`config.mk`:
```
export PLATFORM = sky130hd
export DESIGN_NAME = serial_pattern_tx
export DESIGN_NICKNAME = d
export VERILOG_FILES = /design/src/rtl/serial_pkg.sv /design/src/rtl/edge_pulse.sv /design/src/rtl/serial_pattern_tx.sv
export SDC_FILE = /design/constraint.sdc
export NUM_CORES = 1
export LEC_CHECK = 0
export BUFFER_PORTS_ARGS = -buffer_cell sky130_fd_sc_hd__buf_4
export CAP_MARGIN = 40
export CELL_PAD_IN_SITES_DETAIL_PLACEMENT = 1
export CELL_PAD_IN_SITES_GLOBAL_PLACEMENT = 1
export CORE_UTILIZATION = 38
export DETAILED_ROUTE_END_ITERATION = 6
export PLACE_DENSITY_LB_ADDON = 0.1
export SLEW_MARGIN = 20
export SYNTH_ARGS = -nofsm -noshare
export SYNTH_HDL_FRONTEND = slang
export SYNTH_SLANG_ARGS = --single-unit
```
`constraint.sdc`:
```
create_clock -name clk -period 2.9 [get_ports clk]
set_clock_uncertainty 0.2 [all_clocks]
set_input_delay 0.87 -clock clk [delete_from_list [all_inputs] [get_ports clk]]
set_output_delay 0.87 -clock clk [all_outputs]
set_load 0.01 [all_outputs]
```
`src/rtl/serial_pkg.sv`:
```
// Shared constants for the serial pattern transmitter: FSM state encoding
// and the roles of the two key inputs.
package serial_pkg;

    typedef enum logic [1:0] {
        ST_IDLE  = 2'b00,
        ST_SHIFT = 2'b01,
        ST_DONE  = 2'b10
    } state_e;

    localparam int KEY_STEP = 0;
    localparam int KEY_LOAD = 1;
    localparam int NUM_KEYS = 2;

endpackage : serial_pkg

```
`src/rtl/edge_pulse.sv`:
```
// One-bit rising-edge detector on an already-debounced level.
// History resets high so a key held through reset is not treated as a press.
module edge_pulse (
    input  logic clk,
    input  logic set,
    input  logic lvl_i,
    output logic pulse_o
);

    logic hist_q;

    always_ff @(posedge clk) begin
        if (set) begin
            hist_q <= 1'b1;
        end else begin
            hist_q <= lvl_i;
        end
    end

    assign pulse_o = lvl_i & ~hist_q;

endmodule : edge_pulse

```
`src/rtl/serial_pattern_tx.sv`:
```
// Loads a parallel word on a load-key press and emits one bit per step-key
// press, with a one-cycle valid strobe per emitted bit.
module serial_pattern_tx
    import serial_pkg::*;
#(
    parameter int WIDTH     = 8,
    parameter int MSB_FIRST = 0
) (
    input  logic                     clk,
    input  logic                     set,
    input  logic [WIDTH-1:0]         data,
    input  logic [1:0]               key,
    output logic                     sout,
    output logic                     sout_valid,
    output logic [$clog2(WIDTH):0]   bit_idx,
    output logic                     work,
    output logic                     done
);

    localparam int                IDX_W    = $clog2(WIDTH) + 1;
    localparam logic [IDX_W-1:0]  LAST_IDX = IDX_W'(WIDTH - 1);
    localparam logic [IDX_W-1:0]  IDX_ONE  = IDX_W'(1);

    logic [NUM_KEYS-1:0] key_p;
    logic                ld_p;
    logic                st_p;

    genvar gi;
    generate
        for (gi = 0; gi < NUM_KEYS; gi++) begin : g_key_edge
            edge_pulse u_edge (
                .clk     (clk),
                .set     (set),
                .lvl_i   (key[gi]),
                .pulse_o (key_p[gi])
            );
        end
    endgenerate

    assign ld_p = key_p[KEY_LOAD];
    assign st_p = key_p[KEY_STEP];

    state_e             state_q;
    logic [WIDTH-1:0]   shreg_q;
    logic [WIDTH-1:0]   shreg_d;
    logic               emit_bit;
    logic               sout_q;
    logic               sout_valid_q;
    logic [IDX_W-1:0]   bit_idx_q;
    logic               work_q;
    logic               done_q;

    // The emitted end is always the end the register shifts toward, so the
    // next bit to send is always sitting at that end.
    always_comb begin
        emit_bit = 1'b0;
        shreg_d  = shreg_q;
        if (MSB_FIRST != 0) begin
            emit_bit = shreg_q[WIDTH-1];
            shreg_d  = {shreg_q[WIDTH-2:0], 1'b0};
        end else begin
            emit_bit = shreg_q[0];
            shreg_d  = {1'b0, shreg_q[WIDTH-1:1]};
        end
    end

    always_ff @(posedge clk) begin
        if (set) begin
            state_q      <= ST_IDLE;
            shreg_q      <= '0;
            sout_q       <= 1'b0;
            sout_valid_q <= 1'b0;
            bit_idx_q    <= '0;
            work_q       <= 1'b0;
            done_q       <= 1'b0;
        end else begin
            sout_valid_q <= 1'b0;
            // Load wins over a coincident step; that step is simply dropped.
            if (ld_p) begin
                state_q   <= ST_SHIFT;
                shreg_q   <= data;
                bit_idx_q <= '0;
                work_q    <= 1'b1;
                done_q    <= 1'b0;
            end else if (st_p && (state_q == ST_SHIFT)) begin
                sout_q       <= emit_bit;
                sout_valid_q <= 1'b1;
                shreg_q      <= shreg_d;
                bit_idx_q    <= bit_idx_q + IDX_ONE;
                if (bit_idx_q == LAST_IDX) begin
                    state_q <= ST_DONE;
                    work_q  <= 1'b0;
                    done_q  <= 1'b1;
                end
            end
        end
    end

    assign sout       = sout_q;
    assign sout_valid = sout_valid_q;
    assign bit_idx    = bit_idx_q;
    assign work       = work_q;
    assign done       = done_q;

endmodule : serial_pattern_tx

```
==> run summary <==
outcome - finished clean
Avg Inst Size Synth - 8.50 µm²
DRT Pass-1 Iters - 2
Hold/Removal Path Class - reg2reg
All-Layer GR Usage - 17.8%
Int Power - 0.000354 W
RSZ-0062 raised after global routing - false
num rows - 15
crit path launch type - register
die height - 46.1 µm
worst path bufs/invs - 1
number of remaining DRC errors - 0
global route hottest layer - met2
yosys warns - 0
Starting DRT DRC Count - 5
Slew Viols, Final - 0
critical path arrival - 840 ps
multi-input logic area - 330 µm²
layout cell share with drive strength beyond 1 - 25.7%
MaxCap Viol Count - 0
Crit Path Max Fanout - 5
Lkg Pwr - 0.368 nW
Clock Pin Slew Worst Setup and Hold Paths - 100 ps
CTS tree - done
met2 usage - 32.1%
leading area contributor after synthesis - dfxtp_1
Async SR Flop Fraction - 0%
clock period minus worst slack - 1910 ps
final setup vio count - 0
mux contribution to synthesized area - 0%
crit-path max cell delay - 410 ps
Post-Synth XOR/XNOR Area - 1.18%
dpl hpwl - 1190 µm
largest net degree at the start of global routing - 17
Post-synth EDFFs - 0
root buf cell - clkbuf_4
Routed Wire Length - 1650 µm
Placement Cell Area - 887 µm²
CTS Hold Bufs - 0
worst relative slew slack - 70.1%
Mapped Nets - 100
GP Congestion - 0.742
Die ar. - 2130 µm²
grt met1 use - 18.8%
clock power share - 34.3%
Mapped Area - 739 µm²
Worst Tran Pin Value - 449 ps
worst skew pair latency - 290 ps
DR vias - 677
postcts setup bufs - 0
Post-synth top cells - dfxtp_1, nor3_1, nor2_1, a21oi_1, nor4_1
ANT cells - 0
Core Area - 1780 µm²
Setup Total Neg Slack - 0 ps
Final Hold Fails - 0
worst slack, placed - 724 ps
post-route ant nets - 0
Worst EP required - 1830 ps
largest family of logic cells by synthesized area - simple AND/OR/NAND/NOR gates
critical-path cell list - buf_4
design area - 923 µm²
Synth area leaders - dfxtp_1, nor3_1, nor4_1, a21oi_1, nor2_1
routed wire length per instance - 12.7 µm
family with the most delay on the worst path - flip-flops
I/O pin total - 20
Hold Slack - 283 ps
final core utilization - 51.8%
Crit. End Element - output pin
met3 Track Usage GR - 4.71%
initial antenna violation count - 0
total global routing overflow - 0
H-Tree Depth - 1
area fraction of the dominant cell type after synthesis - 48.7%
slowest cell on the critical path - dfxtp_1
global-route wire length before repair - 2610 µm
fin nets - 119
reg-to-reg slack, setup - 1290 ps
Final period util - 66.0%
area grow syn2layout - 24.9%
Max rail drop VDD - 0.000308 V
Post-Synthesis Cells - 87
Die Wd - 46.1 µm
combinational share of power - 8.6%
Max Freq - 523 MHz
complex-gate fraction of the synthesized area - 7.78%
register area - 360 µm²
vias in the first global route - 631
count leader, synth - dfxtp_1
Bufs on Longest Clock Path - 2
Sw Ratio - 22.6%
Sink Count - 18
P_sw - 0.000103 W
drt via density - 5.21
Top FF cell, synth - dfxtp_1
sequential power share - 57.1%
critical path class - reg2out
PortBufs - 19
Seq/Total Area, Yosys - 48.7%
post-route setup slack - 987 ps
power per cell area - 495 nW/µm²
CTS buffer count - 3
Fill cells - 224
PostCTS Resize Cnt - 0
adder-cell share of the synthesized area - 1.69%
initial core utilization - 41.5%
unique cell type count in the Yosys netlist - 22
Yosys reg bits - 18
Simple-Gate Fraction of Synth Area - 34.0%
metrics by stage:
step           power, W  std cells
4_1_cts        0.000462        130
2_1_floorplan  0.000289         87
3_3_place_gp   0.000305        126
3_5_place_dp   0.000307        126
6_report       0.000457        130
5_1_grt        0.000478        130
power groups by stage:
| stage | Sequential, W | Clock [W] | Combinational (W) |
|---|---|---|---|
| 2_1_floorplan | 0.000266 | 0 | 0.0000227 |
| 6_report | 0.000261 | 0.000157 | 0.0000392 |
| 3_3_place_gp | 0.000266 | 0 | 0.0000387 |
| 4_1_cts | 0.000261 | 0.000161 | 0.0000400 |
| 5_1_grt | 0.000262 | 0.000173 | 0.0000437 |
| 3_5_place_dp | 0.000267 | 0 | 0.0000400 |
state kept, by name, indices dropped and copies added (netlist names):
| name | flops |
|---|---|
| sout | 1 |
| done | 1 |
| shreg_q | 8 |
| sout_valid | 1 |
| state_q | 1 |
| g_key_edge.u_edge.hist_q | 2 |
| bit_idx | 4 |
cell type report:
cell class / instances / share of cell area [%]
flip-flops and latches: 18 / 39.0
repair buffers: 21 / 17.1
well taps: 25 / 3.39
inverters: 2 / 0.813
multi-input cells: 60 / 35.8
clock buffers: 4 / 3.93
logic make-up after synthesis:
group / after synthesis
and+or+nand+nor: 47
DFF: 18
AOI/OAI and AO/OA: 11
buffers and inverters: 9
xor gates and xnor gates: 1
adders and majority gates: 1
path summary, 6_finish.rpt:
check	to	cells past startpoint	start
max	bit_idx[2]	1	bit_idx[2]$_SDFFE_PP0P_
max reg2reg	state_q[0]$_SDFFE_PP0P_	4	done$_SDFFE_PP0P_
min reg2reg	sout$_SDFFE_PP0P_	2	shreg_q[0]$_SDFFE_PP0P_
min	sout$_SDFFE_PP0P_	2	shreg_q[0]$_SDFFE_PP0P_
worst reg2reg max path, stage by stage, from the launching register on:
cell and delay, ps:
dfxtp_1 350, nand4bb_1 350, buf_4 280, o31ai_1 230
a21oi_1 90
routing by layer:
layer	wire (µm)	vias up
met4	15	0
met2	825	13
met5	0	-
met3	56	2
li1	-	344
met1	750	318
cells in the final DEF (no fill, tap or decap):
| master | Yosys | layout |
|---|---|---|
| a21oi_1 | 7 | 7 |
| nor4_1 | 7 | 7 |
| nor2b_1 | 1 | 1 |
| o31ai_1 | 1 | 1 |
| nor2_1 | 9 | 9 |
| or3_1 | 3 | 3 |
| inv_1 | 2 | 2 |
| and4bb_1 | 1 | 1 |
| nor3_1 | 14 | 14 |
| clkbuf_4 | 0 | 3 |
| nand2_1 | 4 | 4 |
| dfxtp_1 | 18 | 18 |
| nand4bb_1 | 1 | 1 |
| nand2b_1 | 2 | 2 |
| ha_1 | 1 | 1 |
| o21ai_0 | 3 | 3 |
| buf_4 | 1 | 21 |
| or2_2 | 2 | 2 |
| xnor2_1 | 1 | 1 |
| nand3_1 | 3 | 3 |
| clkbuf_8 | 0 | 1 |
No activity file was read; power rests on OpenSTA's default activity.
